--- config.mk ---
export PLATFORM = sky130hd
export DESIGN_NAME = fft_16p_twiddle
export DESIGN_NICKNAME = d
export VERILOG_FILES = /design/src/rtl/fft_pkg.sv /design/src/rtl/fft_cmult.sv /design/src/rtl/fft_16p_twiddle.sv
export SDC_FILE = /design/constraint.sdc
export NUM_CORES = 2
export LEC_CHECK = 0
export BUFFER_PORTS_ARGS = -buffer_cell sky130_fd_sc_hd__clkbuf_2
export CAP_MARGIN = 30
export CORE_ASPECT_RATIO = 2
export CORE_UTILIZATION = 60
export DETAILED_ROUTE_END_ITERATION = 6
export GPL_TIMING_DRIVEN = 0
export PLACE_DENSITY = 0.86
export SLEW_MARGIN = 20
export SYNTH_ARGS = -nofsm -noshare
export SYNTH_HDL_FRONTEND = slang
export SYNTH_SLANG_ARGS = --single-unit
--- constraint.sdc ---
create_clock -name clk -period 9.8 [get_ports clk]
set_input_delay 1.47 -clock clk [delete_from_list [all_inputs] [get_ports clk]]
set_output_delay 1.47 -clock clk [all_outputs]
set_load 0.05 [all_outputs]
--- src/rtl/fft_pkg.sv ---
// fft_pkg: shared constants and types for the 16-point FFT twiddle stage.
//   - DW_DEF / TW_DEF : default data and twiddle widths
//   - Q_SHIFT / Q_ROUND : Q1.14 renormalisation shift and round-half-up constant
//   - TW_RE / TW_IM : twiddle ROM indexed by exponent e = k*n (0..9)
//   - cplx_t : complex value at the default width
package fft_pkg;

    localparam int unsigned DW_DEF  = 16;
    localparam int unsigned TW_DEF  = 16;
    localparam int          Q_SHIFT = 14;
    localparam int          Q_ROUND = 8192;
    localparam int unsigned NUM_EXP = 10;

    // W16^e = cos(2*pi*e/16) - j*sin(2*pi*e/16) in Q1.14; e = 5, 7, 8 never occur.
    localparam logic signed [TW_DEF-1:0] TW_RE [NUM_EXP] = '{
        16'sd16384,  16'sd15137,  16'sd11585,  16'sd6270, 16'sd0,
        16'sd0,     -16'sd11585,  16'sd0,      16'sd0,   -16'sd15137
    };
    localparam logic signed [TW_DEF-1:0] TW_IM [NUM_EXP] = '{
        16'sd0,     -16'sd6270,  -16'sd11585, -16'sd15137, -16'sd16384,
        16'sd0,     -16'sd11585,  16'sd0,      16'sd0,      16'sd6270
    };

    typedef struct packed {
        logic signed [TW_DEF-1:0] re;
        logic signed [TW_DEF-1:0] im;
    } cplx_t;

endpackage

--- src/rtl/fft_cmult.sv ---
// fft_cmult: 2-stage complex multiply (a + jb) * (wr + jwi), round, reduce to DW bits.
//   Stage 1 registers the four partial products, stage 2 the rounded sums.
//   Config macro FFT_TW_SAT_EN: defined -> saturate to DW bits, undefined -> wrap.
// Ports:
//   clk, rst_n           clock, synchronous active-low reset
//   in_valid, in_sof     sample valid / start of frame
//   in_r, in_i           sample real / imaginary (DW, signed)
//   tw_r, tw_i           twiddle real / imaginary (TW, Q1.14)
//   out_valid, out_sof   inputs delayed by 2 cycles
//   out_r, out_i         product (DW, signed); held while out_valid = 0
module fft_cmult
    import fft_pkg::*;
#(
    parameter int unsigned DW = DW_DEF,
    parameter int unsigned TW = TW_DEF
) (
    input  logic          clk,
    input  logic          rst_n,
    input  logic          in_valid,
    input  logic          in_sof,
    input  logic [DW-1:0] in_r,
    input  logic [DW-1:0] in_i,
    input  logic [TW-1:0] tw_r,
    input  logic [TW-1:0] tw_i,
    output logic          out_valid,
    output logic          out_sof,
    output logic [DW-1:0] out_r,
    output logic [DW-1:0] out_i
);

    localparam int unsigned PW = DW + TW;
    localparam int unsigned SW = PW + 1;

    logic signed [PW-1:0] ar_q, ar_d, bi_q, bi_d, ai_q, ai_d, br_q, br_d;
    logic                 v1_q, v1_d, s1_q, s1_d;
    logic signed [SW-1:0] sum_r, sum_i, rnd_r, rnd_i;
    logic        [DW-1:0] res_r, res_i;
    logic        [DW-1:0] r2_q, r2_d, i2_q, i2_d;
    logic                 v2_q, v2_d, s2_q, s2_d;

    // Stage 1: products only load on a valid sample so gaps leave them untouched.
    always_comb begin
        ar_d = ar_q;
        bi_d = bi_q;
        ai_d = ai_q;
        br_d = br_q;
        v1_d = in_valid;
        s1_d = in_valid & in_sof;
        if (in_valid) begin
            ar_d = PW'($signed(in_r)) * PW'($signed(tw_r));
            bi_d = PW'($signed(in_i)) * PW'($signed(tw_i));
            ai_d = PW'($signed(in_r)) * PW'($signed(tw_i));
            br_d = PW'($signed(in_i)) * PW'($signed(tw_r));
        end
    end

    always_comb begin
        sum_r = SW'(ar_q) - SW'(bi_q);
        sum_i = SW'(ai_q) + SW'(br_q);
        rnd_r = (sum_r + SW'(Q_ROUND)) >>> Q_SHIFT;
        rnd_i = (sum_i + SW'(Q_ROUND)) >>> Q_SHIFT;
    end

`ifdef FFT_TW_SAT_EN
    localparam logic signed [SW-1:0] SAT_MAX = {{(SW-DW+1){1'b0}}, {(DW-1){1'b1}}};
    localparam logic signed [SW-1:0] SAT_MIN = ~SAT_MAX;

    always_comb begin
        res_r = rnd_r[DW-1:0];
        res_i = rnd_i[DW-1:0];
        if (rnd_r > SAT_MAX) res_r = SAT_MAX[DW-1:0];
        else if (rnd_r < SAT_MIN) res_r = SAT_MIN[DW-1:0];
        if (rnd_i > SAT_MAX) res_i = SAT_MAX[DW-1:0];
        else if (rnd_i < SAT_MIN) res_i = SAT_MIN[DW-1:0];
    end
`else
    // Two's-complement wrap, same overflow behaviour as the upstream butterfly.
    logic unused_hi;

    always_comb begin
        res_r = rnd_r[DW-1:0];
        res_i = rnd_i[DW-1:0];
    end
    assign unused_hi = ^{rnd_r[SW-1:DW], rnd_i[SW-1:DW]};
`endif

    // Stage 2: result registers hold their value across gaps.
    always_comb begin
        r2_d = r2_q;
        i2_d = i2_q;
        v2_d = v1_q;
        s2_d = s1_q;
        if (v1_q) begin
            r2_d = res_r;
            i2_d = res_i;
        end
    end

    always_ff @(posedge clk) begin
        if (!rst_n) begin
            ar_q <= '0;
            bi_q <= '0;
            ai_q <= '0;
            br_q <= '0;
            v1_q <= 1'b0;
            s1_q <= 1'b0;
            r2_q <= '0;
            i2_q <= '0;
            v2_q <= 1'b0;
            s2_q <= 1'b0;
        end else begin
            ar_q <= ar_d;
            bi_q <= bi_d;
            ai_q <= ai_d;
            br_q <= br_d;
            v1_q <= v1_d;
            s1_q <= s1_d;
            r2_q <= r2_d;
            i2_q <= i2_d;
            v2_q <= v2_d;
            s2_q <= s2_d;
        end
    end

    assign out_valid = v2_q;
    assign out_sof   = s2_q;
    assign out_r     = r2_q;
    assign out_i     = i2_q;

endmodule

--- src/rtl/fft_16p_twiddle.sv ---
// fft_16p_twiddle: streaming W16^(k*n) multiplier between the two radix-4 SDF stages.
//   Holds the sample counter and twiddle ROM lookup; the multiply lives in fft_cmult.
//   Latency 2 cycles, no backpressure. Config macro FFT_TW_SAT_EN (see fft_cmult).
// Ports:
//   clk, rst_n           clock, synchronous active-low reset
//   in_valid, in_sof     sample valid / start of frame (sof qualified by valid)
//   in_r, in_i           butterfly output sample (DW, signed)
//   out_valid, out_sof   in_valid / in_sof delayed by 2 cycles
//   out_r, out_i         twiddled sample (DW, signed)
module fft_16p_twiddle
    import fft_pkg::*;
#(
    parameter int unsigned DW = DW_DEF,
    parameter int unsigned TW = TW_DEF
) (
    input  logic          clk,
    input  logic          rst_n,
    input  logic          in_valid,
    input  logic          in_sof,
    input  logic [DW-1:0] in_r,
    input  logic [DW-1:0] in_i,
    output logic          out_valid,
    output logic          out_sof,
    output logic [DW-1:0] out_r,
    output logic [DW-1:0] out_i
);

    logic [3:0] cnt_q, cnt_d;
    logic [3:0] idx;
    logic [3:0] e;
    cplx_t      tw;

    // k = idx[3:2] (butterfly group), n = idx[1:0] (position); sof realigns to idx 0.
    always_comb begin
        idx   = (in_valid && in_sof) ? 4'd0 : cnt_q;
        cnt_d = in_valid ? idx + 4'd1 : cnt_q;
        e     = {2'b00, idx[3:2]} * {2'b00, idx[1:0]};
        tw.re = TW_RE[e];
        tw.im = TW_IM[e];
    end

    always_ff @(posedge clk) begin
        if (!rst_n) cnt_q <= '0;
        else        cnt_q <= cnt_d;
    end

    fft_cmult #(
        .DW (DW),
        .TW (TW)
    ) u_cmult (
        .clk       (clk),
        .rst_n     (rst_n),
        .in_valid  (in_valid),
        .in_sof    (in_sof),
        .in_r      (in_r),
        .in_i      (in_i),
        .tw_r      (TW'(tw.re)),
        .tw_i      (TW'(tw.im)),
        .out_valid (out_valid),
        .out_sof   (out_sof),
        .out_r     (out_r),
        .out_i     (out_i)
    );

endmodule

==> run_results.csv <==
group,metric,value,unit
setup_path,r2r_setup_slack,0.82,ns
clocking,worstSkewPairLatency,0.50,ns
logic_synthesis,ys_warn_count,0,
power_and_ir_drop,p_leak,25.82,nW
power_and_ir_drop,switching_share,0.3399,
logic_synthesis,synth_top_cell_by_area,"fa_1",
run_status,violations,"design-rule violations",
grt,grt_pass1_wl,253.8,mm
setup_path,reg2reg_to,"u_cmult.ai_q[28]",
routing,drtIter0Drc,2797,
setup_path,cp-end-kind,"flip-flop",
clocking,cts_tree,"done",
setup_path,crit_fanout,11,
routing,drc,2,
setup_path,path_class,"input port to flip-flop",
sta,setup_violations,0,
logic_synthesis,ys_ff_latch,160,
logic_synthesis,synth_edf_count,0,
clocking,cts_hold_buf,0,
power_and_ir_drop,clock_power_share,0.406,
logic_synthesis,synth_area_leaders,"fa_1 (43%), ha_1 (12%), inv_1 (9.9%)",
routing,wl_per_cell,29.47,um
placement,detailed_place_hpwl,146.2,mm
min_path,worstHoldPathCells,2,
logic_synthesis,yosys.cell_types.count,94,
flow_run,cap_violations,0,
die,row_count,141,
sta,max_freq,0.1028,GHz
placement,portBuffers,68,
die,dieArea,76070,sq um
sta,slew_headroom,0.2012,
min_path,hp-start,"u_cmult.out_i[15]",
sta,clock_skew,0.02110,ns
sta,slew_viol_final,0,
setup_path,r2r_cells,28,
cells_and_area,drive_gt1_frac,0.06128,
power_and_ir_drop,ir_drop,76.35,uV
logic_synthesis,syn_area,44940,sq um
cells_and_area,post-route-util,0.6510,
sta,period_share,0.9928,
die,fp.dieW,195.5,um
routing,via_per_inst,6.122,
setup_path,cp_slowest_stage_delay,0.64,ns
cells_and_area,num-fill-cells,6083,
grt,overflow,0,
setup_path,cp.arrival,10.10,ns
clocking,clkTransAtPathRegs,0.07,ns
logic_synthesis,synth_top_cell_area_share,0.4330,
sta,fin_crit,9.730,ns
grt,grtUsageTotal,0.4769,
die,num_io_pins,70,
placement,gp_congestion,1.051,
logic_synthesis,synth.top_cells.by_count,"inv_1 (1186), fa_1 (972), ha_1 (446), nand2_1 (384), and2_1 (300)",
cells_and_area,finalNetCount,6409,
clocking,cts_buffer_depth,3,
setup_path,cpMostUsedCell,"fa_1",
logic_synthesis,synth_ff_type,"dfxtp_1",
die,core-area,73920,sq um
logic_synthesis,synth_nets,6276,
routing,dr.pass1.iters,7,
logic_synthesis,syn_inst,4822,
run_status,run_status,"finished, violations left",
power_and_ir_drop,power_switching,0.6915,mW
logic_synthesis,synthArstFlopShare,0,
placement,post-place-cells,5832,
sta,timing.hold.ws,0.4553,ns
logic_synthesis,synth.most_common_cell,"inv_1",
setup_path,crit_required,10.17,ns
power_and_ir_drop,seqPwrFrac,0.338,
setup_path,crit_slowest_cell,"fa_1",
cells_and_area,final_cell_count_no_fill,5905,
grt,antenna_found_initial,20,
logic_synthesis,syn_area_per_cell,9.320,sq um
die,chipHeight,389.1,um
die,start_util,0.6080,
setup_path,timing.rr.start,"cnt_q[0]",
routing,drt_wl_total,174.0,mm
routing,route.vias.total,36150,
min_path,hold_class,"flip-flop to flip-flop",
clocking,cts-root-buf,"clkbuf_16",
sta,worstMarginPinSlew,1.198,ns
clocking,tritoncts.num_buffers,25,
clocking,cts_max_level,4,
routing,ant_nets,0,
setup_path,start_kind,"input port",
sta,hold_viol,0,
grt,grt_pass1_vias,40410,
power_and_ir_drop,share_comb_of_total_power,0.255,
logic_synthesis,seq_area_frac_synth,0.07127,
cells_and_area,area_growth,7.066,%
grt,grt_max_degree,17,
power_and_ir_drop,power.internal,1.343,mW
min_path,whs_endpoint,"u_cmult.out_i[15]",
clocking,clock_sinks,160,
power_and_ir_drop,p_per_area,42.28,nW/um^2
## layer usage
layer  track usage  vias up  wire (um)
met2        0.8012     2222      84020
li1              -    14810          -
met5             0        -        100
met4        0.5350       12      25020
met3        0.1318     1130      15190
met1        0.4371    17970      49680
## stage by stage
stage          setup TNS (ns)  cell area, sq um  power (mW)  worst slack (ns)
5_1_grt               -0.1405             48090       2.072           -0.1097
3_3_place_gp          -116.04             46450       1.176            -3.228
4_1_cts                     0             47710       2.006           0.01081
3_5_place_dp          -111.32             46610       1.191            -2.623
2_1_floorplan               0             44940      0.9941            0.8738
6_report                    0             48120       2.034           0.07046
## worst max-delay path, delay by kind of cell
family | cells | cell delay (ns)
compound gates | 9 | 2.07
xor+xnor | 1 | 0.55
fa+ha+maj | 8 | 3.73
buf+inv | 7 | 1.32
simple gates | 4 | 0.93
## registers in the layout, indices dropped and copies added (netlist names)
signal / count
u_cmult.br_q: 30
u_cmult.out_sof: 1
u_cmult.ar_q: 30
u_cmult.bi_q: 30
u_cmult.ai_q: 30
u_cmult.out_valid: 1
u_cmult.out_i: 16
cnt_q: 4
u_cmult.s1_q: 1
u_cmult.v1_q: 1
u_cmult.out_r: 16
## worst max-delay path by stage
stage / from / end / depth (start not counted) / slack [ns]
6_report: in_valid / u_cmult.ai_q[28] / 29 / 0.07
5_1_grt: in_valid / u_cmult.ai_q[28] / 33 / -0.11
4_1_cts: in_valid / u_cmult.ai_q[28] / 31 / 0.01
3_5_place_dp: in_valid / u_cmult.ar_q[26] / 28 / -2.62
3_3_place_gp: in_valid / u_cmult.ai_q[28] / 32 / -3.23
2_1_floorplan: in_valid / u_cmult.ai_q[28] / 32 / 0.87
## kinds of logic (layout without fill, tap and decap cells)
kind of cell / after synthesis / in the layout / synth area share
fa+ha+maj: 1418 / 1418 / 0.5571
buf+inv: 1376 / 1515 / 0.1154
simple gates: 1140 / 1140 / 0.1301
compound gates: 444 / 444 / 0.06815
xor+xnor: 192 / 192 / 0.03742
flops: 160 / 160 / 0.07127
mux: 92 / 92 / 0.02052
other cells: 0 / 15 / 0
## final cells by class
| class | count | area (sq um) | area share |
|---|---|---|---|
| multi-input cells | 3286 | 36870 | 0.7662 |
| inverters | 1189 | 4471 | 0.09291 |
| plain buffers | 182 | 870.8 | 0.01810 |
| diodes | 15 | 37.54 | 0.0007801 |
| flip-flops and latches | 160 | 3203 | 0.06657 |
| repair buffers | 111 | 785.8 | 0.01633 |
| clock buffers | 29 | 670.6 | 0.01394 |
| well taps | 929 | 1162 | 0.02416 |
| clock inverters | 4 | 51.30 | 0.001066 |
## power groups by stage
stage          clock (mW)  combinational, mW  sequential (mW)
3_3_place_gp            0              0.475            0.701
4_1_cts             0.825              0.493            0.688
6_report            0.827              0.519            0.689
5_1_grt             0.841              0.541            0.690
2_1_floorplan           0              0.264            0.730
3_5_place_dp            0              0.488            0.702
## placed cells by master, fill, tap and decap left out, types with 13 or more instances in the layout
cell       synthesis  layout
fa_1             972     970
clkbuf_2           0      88
and2_1           300     299
o21a_1            16      15
nor3_1            22      21
ha_1             446     443
o21bai_1          21      21
o21ai_0           95      90
diode_2            0      15
dfxtp_1          160     160
clkbuf_16          0      25
nor2b_1          111     110
a21o_1            46      46
nand2_1          384     370
xor2_1            52      50
nand2b_1          37      35
o21ai_1           16      18
o211a_1           13      13
nand2_2            3      16
xnor2_1          140     136
inv_1           1186    1184
nor2_1           120     117
buf_4              0      27
clkbuf_1         164     119
nand3_1           43      43
and3_1            66      66
buf_6              2      20
a21oi_1          103     101
mux2i_1           91      91
## timing repair
item	in CTS	in global routing
setup buffers	10	9
pin swaps	10	13
resized for setup	103	70
endpoints found under the setup margin	68	26
Power figures use the tool's default switching activity.
